File: src/rtl/fmul_pipe.sv
// Pipelined IEEE-754 binary floating-point multiplier with generic exponent/fraction widths.
// Three compute stages (unpack/classify, mantissa product, normalise) feed a round/pack
// output register, so an item accepted on edge N is presented after edge N+3.
// Denormal inputs are flushed to zero and tiny results flush to signed zero.
// Ports:
//   clk, rst_n          clock, asynchronous active-low reset
//   in_valid/in_ready   operand handshake (in_ready = !out_valid | out_ready)
//   op1, op2            packed operands {sign, exp, frac}
//   opc                 00 mul, 01 negated mul, 10 abs-value mul, 11 illegal
//   rmode               00 RNE, 01 RTZ, 10 RUP, 11 RDN
//   out_valid/out_ready result handshake
//   result, flags       packed product and {nv, of, uf, nx}
module fmul_pipe #(
  parameter int unsigned EXP_W  = 8,
  parameter int unsigned MANT_W = 23
) (
  input  logic                    clk,
  input  logic                    rst_n,
  input  logic                    in_valid,
  output logic                    in_ready,
  input  logic [EXP_W+MANT_W:0]   op1,
  input  logic [EXP_W+MANT_W:0]   op2,
  input  logic [1:0]              opc,
  input  logic [1:0]              rmode,
  output logic                    out_valid,
  input  logic                    out_ready,
  output logic [EXP_W+MANT_W:0]   result,
  output logic [3:0]              flags
);

  localparam int unsigned W    = 1 + EXP_W + MANT_W;
  localparam int unsigned EXW  = EXP_W + 2;
  localparam int unsigned PW   = 2 * MANT_W + 2;
  localparam int unsigned BIAS = (1 << (EXP_W - 1)) - 1;
  localparam int unsigned EMAX = (1 << EXP_W) - 1;

  localparam logic [1:0] RM_RNE = 2'b00;
  localparam logic [1:0] RM_RTZ = 2'b01;
  localparam logic [1:0] RM_RUP = 2'b10;
  localparam logic [1:0] RM_RDN = 2'b11;

  localparam logic [1:0] OP_MUL  = 2'b00;
  localparam logic [1:0] OP_NMUL = 2'b01;
  localparam logic [1:0] OP_ILL  = 2'b11;

  localparam logic [W-1:0] QNAN = {1'b0, {EXP_W{1'b1}}, 1'b1, {(MANT_W-1){1'b0}}};

  // Operand class; also reused as the resolved special-result kind (NORM = no special).
  typedef enum logic [1:0] {CL_NORM, CL_ZERO, CL_INF, CL_NAN} cls_e;

  function automatic cls_e classify(input logic [EXP_W-1:0] e, input logic [MANT_W-1:0] f);
    if (e == '1)      return (f != '0) ? CL_NAN : CL_INF;
    else if (e == '0) return CL_ZERO;
    else              return CL_NORM;
  endfunction

  // Global stall: every stage advances together only when the output slot frees up.
  logic en_c;
  assign en_c     = !out_valid || out_ready;
  assign in_ready = en_c;

  // ---------------- Stage 1: unpack / classify ----------------
  logic [EXP_W-1:0]  e1_c, e2_c;
  logic [MANT_W-1:0] f1_c, f2_c;
  logic              s1_sign_d;
  logic [EXW-1:0]    s1_exp_d;

  assign e1_c = op1[W-2 -: EXP_W];
  assign e2_c = op2[W-2 -: EXP_W];
  assign f1_c = op1[MANT_W-1:0];
  assign f2_c = op2[MANT_W-1:0];
  // Biased exponent sum kept in EXW bits; negative values wrap and are caught by the MSB.
  assign s1_exp_d = EXW'(e1_c) + EXW'(e2_c) - EXW'(BIAS);

  always_comb begin
    s1_sign_d = 1'b0;
    case (opc)
      OP_MUL:  s1_sign_d = op1[W-1] ^ op2[W-1];
      OP_NMUL: s1_sign_d = ~(op1[W-1] ^ op2[W-1]);
      default: s1_sign_d = 1'b0;
    endcase
  end

  logic              s1_valid_q, s1_sign_q, s1_ill_q;
  logic [EXW-1:0]    s1_exp_q;
  logic [MANT_W:0]   s1_m1_q, s1_m2_q;
  cls_e              s1_cls1_q, s1_cls2_q;
  logic [1:0]        s1_rm_q;

  always_ff @(posedge clk or negedge rst_n) begin
    if (!rst_n) begin
      s1_valid_q <= 1'b0;
      s1_sign_q  <= 1'b0;
      s1_ill_q   <= 1'b0;
      s1_exp_q   <= '0;
      s1_m1_q    <= '0;
      s1_m2_q    <= '0;
      s1_cls1_q  <= CL_NORM;
      s1_cls2_q  <= CL_NORM;
      s1_rm_q    <= RM_RNE;
    end else if (en_c) begin
      s1_valid_q <= in_valid;
      s1_sign_q  <= s1_sign_d;
      s1_ill_q   <= (opc == OP_ILL);
      s1_exp_q   <= s1_exp_d;
      s1_m1_q    <= {1'b1, f1_c};
      s1_m2_q    <= {1'b1, f2_c};
      s1_cls1_q  <= classify(e1_c, f1_c);
      s1_cls2_q  <= classify(e2_c, f2_c);
      s1_rm_q    <= rmode;
    end
  end

  // ---------------- Stage 2: mantissa product, special resolution ----------------
  logic [PW-1:0] s2_prod_d;
  cls_e          s2_spec_d;
  logic          s2_nv_d;

  assign s2_prod_d = PW'(s1_m1_q) * PW'(s1_m2_q);

  always_comb begin
    s2_spec_d = CL_NORM;
    s2_nv_d   = 1'b0;
    if (s1_ill_q) begin
      s2_spec_d = CL_NAN;
      s2_nv_d   = 1'b1;
    end else if (s1_cls1_q == CL_NAN || s1_cls2_q == CL_NAN) begin
      s2_spec_d = CL_NAN;
    end else if ((s1_cls1_q == CL_INF && s1_cls2_q == CL_ZERO) ||
                 (s1_cls1_q == CL_ZERO && s1_cls2_q == CL_INF)) begin
      s2_spec_d = CL_NAN;
      s2_nv_d   = 1'b1;
    end else if (s1_cls1_q == CL_INF || s1_cls2_q == CL_INF) begin
      s2_spec_d = CL_INF;
    end else if (s1_cls1_q == CL_ZERO || s1_cls2_q == CL_ZERO) begin
      s2_spec_d = CL_ZERO;
    end
  end

  logic           s2_valid_q, s2_sign_q, s2_nv_q;
  logic [EXW-1:0] s2_exp_q;
  logic [PW-1:0]  s2_prod_q;
  cls_e           s2_spec_q;
  logic [1:0]     s2_rm_q;

  always_ff @(posedge clk or negedge rst_n) begin
    if (!rst_n) begin
      s2_valid_q <= 1'b0;
      s2_sign_q  <= 1'b0;
      s2_nv_q    <= 1'b0;
      s2_exp_q   <= '0;
      s2_prod_q  <= '0;
      s2_spec_q  <= CL_NORM;
      s2_rm_q    <= RM_RNE;
    end else if (en_c) begin
      s2_valid_q <= s1_valid_q;
      s2_sign_q  <= s1_sign_q;
      s2_nv_q    <= s2_nv_d;
      s2_exp_q   <= s1_exp_q;
      s2_prod_q  <= s2_prod_d;
      s2_spec_q  <= s2_spec_d;
      s2_rm_q    <= s1_rm_q;
    end
  end

  // ---------------- Stage 3: normalise to 1.f with guard and sticky ----------------
  logic [MANT_W-1:0] s3_frac_d;
  logic              s3_g_d, s3_s_d;
  logic [EXW-1:0]    s3_exp_d;

  // Product of two [1,2) significands lies in [1,4); bit PW-1 set means >= 2.
  always_comb begin
    s3_frac_d = s2_prod_q[PW-3 -: MANT_W];
    s3_g_d    = s2_prod_q[MANT_W-1];
    s3_s_d    = |s2_prod_q[MANT_W-2:0];
    s3_exp_d  = s2_exp_q;
    if (s2_prod_q[PW-1]) begin
      s3_frac_d = s2_prod_q[PW-2 -: MANT_W];
      s3_g_d    = s2_prod_q[MANT_W];
      s3_s_d    = |s2_prod_q[MANT_W-1:0];
      s3_exp_d  = s2_exp_q + EXW'(1);
    end
  end

  logic              s3_valid_q, s3_sign_q, s3_nv_q, s3_g_q, s3_s_q;
  logic [EXW-1:0]    s3_exp_q;
  logic [MANT_W-1:0] s3_frac_q;
  cls_e              s3_spec_q;
  logic [1:0]        s3_rm_q;

  always_ff @(posedge clk or negedge rst_n) begin
    if (!rst_n) begin
      s3_valid_q <= 1'b0;
      s3_sign_q  <= 1'b0;
      s3_nv_q    <= 1'b0;
      s3_g_q     <= 1'b0;
      s3_s_q     <= 1'b0;
      s3_exp_q   <= '0;
      s3_frac_q  <= '0;
      s3_spec_q  <= CL_NORM;
      s3_rm_q    <= RM_RNE;
    end else if (en_c) begin
      s3_valid_q <= s2_valid_q;
      s3_sign_q  <= s2_sign_q;
      s3_nv_q    <= s2_nv_q;
      s3_g_q     <= s3_g_d;
      s3_s_q     <= s3_s_d;
      s3_exp_q   <= s3_exp_d;
      s3_frac_q  <= s3_frac_d;
      s3_spec_q  <= s2_spec_q;
      s3_rm_q    <= s2_rm_q;
    end
  end

  // ---------------- Round, range check and pack ----------------
  logic              inc_c, rnd_carry_c, to_inf_c, inexact_c;
  logic [MANT_W-1:0] rnd_frac_c;
  logic [EXW-1:0]    rnd_exp_c;
  logic [W-1:0]      res_d;
  logic [3:0]        flg_d;

  always_comb begin
    inexact_c = s3_g_q || s3_s_q;
    inc_c     = 1'b0;
    case (s3_rm_q)
      RM_RNE:  inc_c = s3_g_q && (s3_s_q || s3_frac_q[0]);
      RM_RTZ:  inc_c = 1'b0;
      RM_RUP:  inc_c = inexact_c && !s3_sign_q;
      RM_RDN:  inc_c = inexact_c && s3_sign_q;
      default: inc_c = 1'b0;
    endcase
    {rnd_carry_c, rnd_frac_c} = {1'b0, s3_frac_q} + (MANT_W+1)'(inc_c);
    rnd_exp_c = s3_exp_q + EXW'(rnd_carry_c);
    to_inf_c  = (s3_rm_q == RM_RNE) ||
                (s3_rm_q == RM_RUP && !s3_sign_q) ||
                (s3_rm_q == RM_RDN && s3_sign_q);

    res_d = '0;
    flg_d = '0;
    if (s3_spec_q == CL_NAN) begin
      res_d = QNAN;
      flg_d = {s3_nv_q, 3'b000};
    end else if (s3_spec_q == CL_INF) begin
      res_d = {s3_sign_q, {EXP_W{1'b1}}, {MANT_W{1'b0}}};
    end else if (s3_spec_q == CL_ZERO) begin
      res_d = {s3_sign_q, {(W-1){1'b0}}};
    end else if (s3_exp_q[EXW-1] || s3_exp_q == '0) begin
      // Negative (wrapped) or zero biased exponent: flush to signed zero.
      res_d = {s3_sign_q, {(W-1){1'b0}}};
      flg_d = 4'b0011;
    end else if (rnd_exp_c >= EXW'(EMAX)) begin
      res_d = to_inf_c ? {s3_sign_q, {EXP_W{1'b1}}, {MANT_W{1'b0}}}
                       : {s3_sign_q, EXP_W'(EMAX - 1), {MANT_W{1'b1}}};
      flg_d = 4'b0101;
    end else begin
      res_d = {s3_sign_q, rnd_exp_c[EXP_W-1:0], rnd_frac_c};
      flg_d = {3'b000, inexact_c};
    end
  end

  always_ff @(posedge clk or negedge rst_n) begin
    if (!rst_n) begin
      out_valid <= 1'b0;
      result    <= '0;
      flags     <= '0;
    end else if (en_c) begin
      out_valid <= s3_valid_q;
      result    <= res_d;
      flags     <= flg_d;
    end
  end

endmodule

File: config.mk
export PLATFORM = sky130hd
export DESIGN_NAME = fmul_pipe
export DESIGN_NICKNAME = d
export VERILOG_FILES = /design/src/rtl/fmul_pipe.sv
export SDC_FILE = /design/constraint.sdc
export NUM_CORES = 2
export LEC_CHECK = 0
export CORE_ASPECT_RATIO = 0.9
export CORE_MARGIN = 8
export CORE_UTILIZATION = 45
export DETAILED_ROUTE_END_ITERATION = 10
export PLACE_DENSITY = 0.71
export SYNTH_ARGS = -nofsm -noshare
export SYNTH_HDL_FRONTEND = slang
export SYNTH_SLANG_ARGS = --single-unit
File: constraint.sdc
create_clock -name clk -period 7.9 [get_ports clk]
set_input_delay 1.58 -clock clk [delete_from_list [all_inputs] [get_ports clk]]
set_output_delay 1.58 -clock clk [all_outputs]
set_load 0.01 [all_outputs]
Word-level counts from Yosys, hierarchy flattened
Index checks and enable logic that the tools add are counted.
{ "classes": {"bitwise": 2, "n_addsub": 5, "n_mul": 1, "eq_ne": 16, "reduce_logical": 28, "muxes": 31, "n_lt_le_gt_ge": 1} }
{ "op_table": {"columns": ["op", "n"], "rows": [
  ["$mux W31", 4],
  ["$mul A24 B24 Y48", 1],
  ["$reduce_bool A23 Y1", 2],
  ["$mux W32", 1],
  ["$add A23 B1 Y24", 1],
  ["$mux W24", 1],
  ["$mux W23", 1],
  ["$reduce_or A23 Y1", 1],
  ["$reduce_or A22 Y1", 1],
  ["$eq A2 B2 Y1 const B", 9],
  ["$eq A8 B8 Y1 const B", 2],
  ["$logic_not A8 Y1", 2],
  ["$mux W2", 6],
  ["$mux W3", 4],
  ["$add A10 B1 Y10", 1],
  ["$add A10 B1 Y10 const B", 1],
  ["$eq A2 B1 Y1 const B", 5],
  ["$ge A10 B8 Y1 const B", 1],
  ["$logic_not A10 Y1", 1],
  ["$logic_or A1 B1 Y1", 10],
  ["$mux W1", 10],
  ["$mux W10", 1],
  ["$sub A9 B7 Y10 const B", 1],
  ["$add A8 B8 Y9", 1],
  ["other kinds (8)", 16]
]} }
{ "totals": {"out_inout_bits": 38, "inputBits": 72, "word_cells": 112, "register_bits": 211} }

Longest topological paths before layout
{ "depth": {"ltp_word": 11, "ltp_mapped": 26} }

Least setup slack after synthesis
No wires, ideal clock.
{ "synth_path": {"kind": "flip-flop to flip-flop", "start": "reg s1_m1_q[23]", "end": "reg s2_prod_q[44]", "path_slack_ns": 1.329, "t_arrival_ns": 6.476, "required_time_ns": 7.805, "path_stages_with_launch": 24, "setup_time_ns": 0.095, "n_path_buf": 3, "path_cell_list": "dfrtp_1 clkbuf_1 clkbuf_1 and2_1 fa_1 fa_1 inv_1 fa_1 fa_1 inv_1 fa_1 fa_1 inv_1 fa_1 inv_1 ha_1 buf_2 nand4_1 or4_1 o2111ai_1 o21ai_2 nor4_2 nor3_1 o31ai_1"} }
{ "synth_via": {"elab_chain_len": 1} }
{ "synth_lines": {"columns": ["element", "line", "source"], "rows": [
  ["start, declared", "86", "logic [MANT_W:0] s1_m1_q, s1_m2_q;"],
  ["start signal, assigned", "106", "s1_m1_q <= {1'b1, f1_c};"],
  ["$mul A24 B24 Y48", "119", "assign s2_prod_d = PW'(s1_m1_q) * PW'(s1_m2_q);"],
  ["end signal, assigned", "160", "s2_prod_q <= s2_prod_d;"],
  ["end, declared", "142", "logic [PW-1:0] s2_prod_q;"]
]} }
Every way passes these cells.
A chain may end at the register's enable or synchronous reset.

Worst setup path after layout
{ "layout_path": {"start": "reg s1_m1_q[18]", "end": "reg s2_prod_q[35]"} }
The elaborated chain is that of the path after synthesis.

==> results by group <==
GRT
  – GR Layer Usage met3: 4.146%
  – GRT Residual Overflow: 0
  – Met2 GRT Util: 31.08%
  – Global-route wire length before repair: 117300 um
  – Gr busiest metal: met2
  – Met1 Resource Use GR: 27.49%
  – Largest net degree at the start of global routing: 99
  – GRT Util Overall: 19.86%
  – Vias in the first global route: 22670
  – Initial antenna violation count: 0

CTS
  – Worst-Skew Late Latency: 0.55 ns
  – Longest Clk Path Bufs: 3
  – H-Tree Depth: 1
  – Setup Fix Bufs, Post-CTS: 0
  – Clock Tree Root: clkbuf_16
  – Cts hold-fix bufs: 0
  – CTS clk-pin slew, worst paths: 0.06 ns
  – Total CTS buffers: 23
  – Post-cts resize count: 0
  – TritonCTS clock tree: built
  – Total clock sinks: 210

Logic synthesis
  – Top_reg_cell synth: dfrtp_1
  – Synth top area share: 33.71%
  – Post-synthesis sequential area ratio: 18.32%
  – YS warnings: 0
  – Synth area leader: fa_1
  – Cells after Synth: 3239
  – Largest cells by area after synthesis: fa_1, dfrtp_1, nand2_1
  – Post-synth cell types: 66
  – Post-synth EDFFs: 0
  – Mapped Avg Cell Area: 8.855 um2
  – Async set-reset flop share out of synthesis: 100.0%
  – Synth cell count leaders: nand2_1, inv_1, fa_1
  – Synth Register Bits: 210
  – Most numerous cell in the Yosys netlist: nand2_1
  – Mapped cell area: 28680 um2
  – Net Count, Synth: 3989

Setup path
  – Worst Path Arrival: 7.72 ns
  – Critical R2R Capture: s2_prod_q[35]
  – Worst r2r path cells: 20
  – Max incr delay on CP: 0.78 ns
  – Critical R2R Launch: s1_m1_q[18]
  – Critical path capture point type: flop
  – Slowest-stage cell, CP: dfrtp_1
  – Critical path cell sequence: and2_1, fa_1, inv_1, fa_1, fa_1, inv_1, fa_1, inv_1, fa_1, fa_1, fa_1, inv_1, ha_1, a21oi_1, o21ai_0, a21oi_1, nor2_1, or3b_4, a2111oi_0, nor3_1
  – CP top delay family: adder cells
  – Crit-path max FO: 25
  – Bufs and invs on worst path: 4
  – Flop-to-flop setup slack: 0.59 ns
  – Req. time, crit path: 8.30 ns
  – Worst setup SP type: flop
  – Crit path top cell by count: fa_1
  – Kind of critical path: reg2reg

Flow run
  – MaxCap Viol Count: 0

Placement
  – HPWL Detailed: 55990 um
  – Port Buffers: 109
  – Routability cong.: 0.9620

Floorplan
  – Initial core utilization: 45.67%
  – # rows: 87
  – Die W: 282.1 um
  – Placeable Area: 62810 um2
  – Die Ht: 255.5 um
  – Die area: 72080 um2
  – # IOs: 110

Detailed routing
  – Drt first pass iters: 6
  – Vias per cell: 5.284
  – WL/cell: 16.95 um
  – Drt total wl: 69680 um
  – DR vias: 21720
  – Detail Route Antenna Nets: 0
  – 1st-iter DRT viols: 1336
  – Number of remaining DRC errors: 0

Worst hold path
  – Worst Hold Class: reg2reg
  – Hold Path Depth: 2
  – Hold endpoint: s2_rm_q[0]
  – Min-Delay Startpoint: s2_rm_q[0]

STA
  – Final Max Tran Viols: 0
  – Fin crit share: 92.56%
  – Slew HR: 20.47%
  – Hold Vio Cnt, Final: 0
  – Slew at the pin closest to its max-slew limit: 1.193 ns
  – Sum Neg Setup Slack: 0 ns
  – Skew final: 0.02221 ns
  – Post-layout min period: 7.312 ns
  – RSZ-0062 raised after global routing: no
  – Fmax: 136.8 MHz
  – Final setup fails: 0

Layout
  – Synth-to-layout area growth: 9.087%
  – Ratio of cells with drive above 1 in the final layout: 3.093%
  – Layout Nets: 4002

Outcome
  – Status: finished, final reports clean
-- registers in the layout, summed over array words and instances (netlist names), 2 cells and up --
| name | flops |
|---|---|
| s2_prod_q | 48 |
| result | 32 |
| s1_m1_q | 24 |
| s1_m2_q | 23 |
| s3_frac_q | 23 |
| s1_exp_q | 10 |
| s2_exp_q | 10 |
| s3_exp_q | 10 |
| flags | 4 |
| s1_cls1_q | 2 |
| s1_cls2_q | 2 |
| s1_rm_q | 2 |
| s2_rm_q | 2 |
| s2_spec_q | 2 |
| s3_rm_q | 2 |
| s3_spec_q | 2 |
-- metrics by stage --
step	utilization [%]	std cells	worst slack [ns]	hold WS [ns]	instance area (um2)
after floorplan	-	3239	1.329	0.4300	28680
after global placement	48.68	4072	0.8119	0.4521	30570
after detailed placement	48.68	4072	0.7274	0.4563	30570
after CTS	49.81	4110	0.7097	0.4706	31290
after global routing	49.81	4110	0.1429	0.4843	31290
final	49.82	4111	0.5882	0.4685	31290
-- tightest hold or removal path: cells and delay by family (launching register included) --
| family | cells | cell delay, ns |
|---|---|---|
| flops | 1 | 0.34 |
| simple gates | 2 | 0.10 |
-- worst max-delay path by stage --
stage	from	endpoint	slack [ns]	cells after the start
2_1_floorplan	s1_m1_q[23]	s2_prod_q[44]	1.33	23
3_3_place_gp	s1_m1_q[18]	s2_prod_q[39]	0.81	20
3_5_place_dp	s1_m1_q[21]	s2_prod_q[44]	0.73	21
4_1_cts	s1_m1_q[18]	s2_prod_q[35]	0.71	20
5_1_grt	s1_m1_q[18]	s2_prod_q[35]	0.14	20
6_report	s1_m1_q[18]	s2_prod_q[35]	0.59	20
-- logic make-up (layout without fill, tap and decap cells) --
family | Yosys count | count (layout) | synth area share, %
buffers and inverters | 726 | 752 | 9.579
xor gates and xnor gates | 86 | 86 | 2.626
other | 0 | 1 | 0
muxes | 27 | 27 | 0.9466
adders and majority gates | 678 | 678 | 42.22
DFF | 210 | 210 | 18.32
AOI/OAI and AO/OA | 308 | 308 | 6.635
and+or+nand+nor | 1204 | 1204 | 19.67
-- layer usage --
| layer | routed length [um] | up-vias |
|---|---|---|
| met3 | 5293 | 141 |
| met5 | 0 | - |
| met1 | 30050 | 10970 |
| met4 | 2272 | 0 |
| li1 | - | 9898 |
| met2 | 32060 | 709 |
-- cells in the final DEF, fill, tap and decap left out, types with 3 or more instances in the layout --
cell type	synthesis	final
nor3_1	22	22
clkinvlp_4	0	3
xor2_1	30	30
o21ai_0	93	93
and4_1	5	5
nor4_2	1	3
a211oi_1	5	5
o31ai_1	4	4
nand4_1	23	23
dfrtp_1	210	210
or3_1	3	3
inv_1	557	556
a2111oi_0	5	5
nor4b_1	3	3
and3_1	10	10
or4_1	4	4
xnor2_1	56	56
a31o_2	3	3
nand3_1	32	32
a22oi_1	22	22
mux2i_1	26	26
o21a_1	4	4
fa_1	483	483
a21o_1	24	24
nor4_1	19	17
clkbuf_16	0	23
nor2_1	90	90
a31oi_1	6	6
nor2b_1	7	6
o21ai_1	5	5
clkbuf_1	144	6
nand2_1	662	662
nand2b_1	6	6
and2_1	308	308
o21bai_1	11	11
ha_1	195	195
a21oi_1	96	96
buf_4	3	47
clkdlybuf4s50_1	0	108
-- cell type report --
class / instances / area, um2
fillers: 5922 / 31520
inverters: 557 / 2093
clock buffers: 31 / 625.6
multi-input cells: 2303 / 20700
diodes: 1 / 2.502
well taps: 845 / 1057
clock inverters: 7 / 86.33
flip-flops and latches: 210 / 5255
repair buffers: 157 / 1469
Power is left out: the tool's default activity adds up to more than one toggle a clock period on the data nets, which glitch-free logic cannot reach.
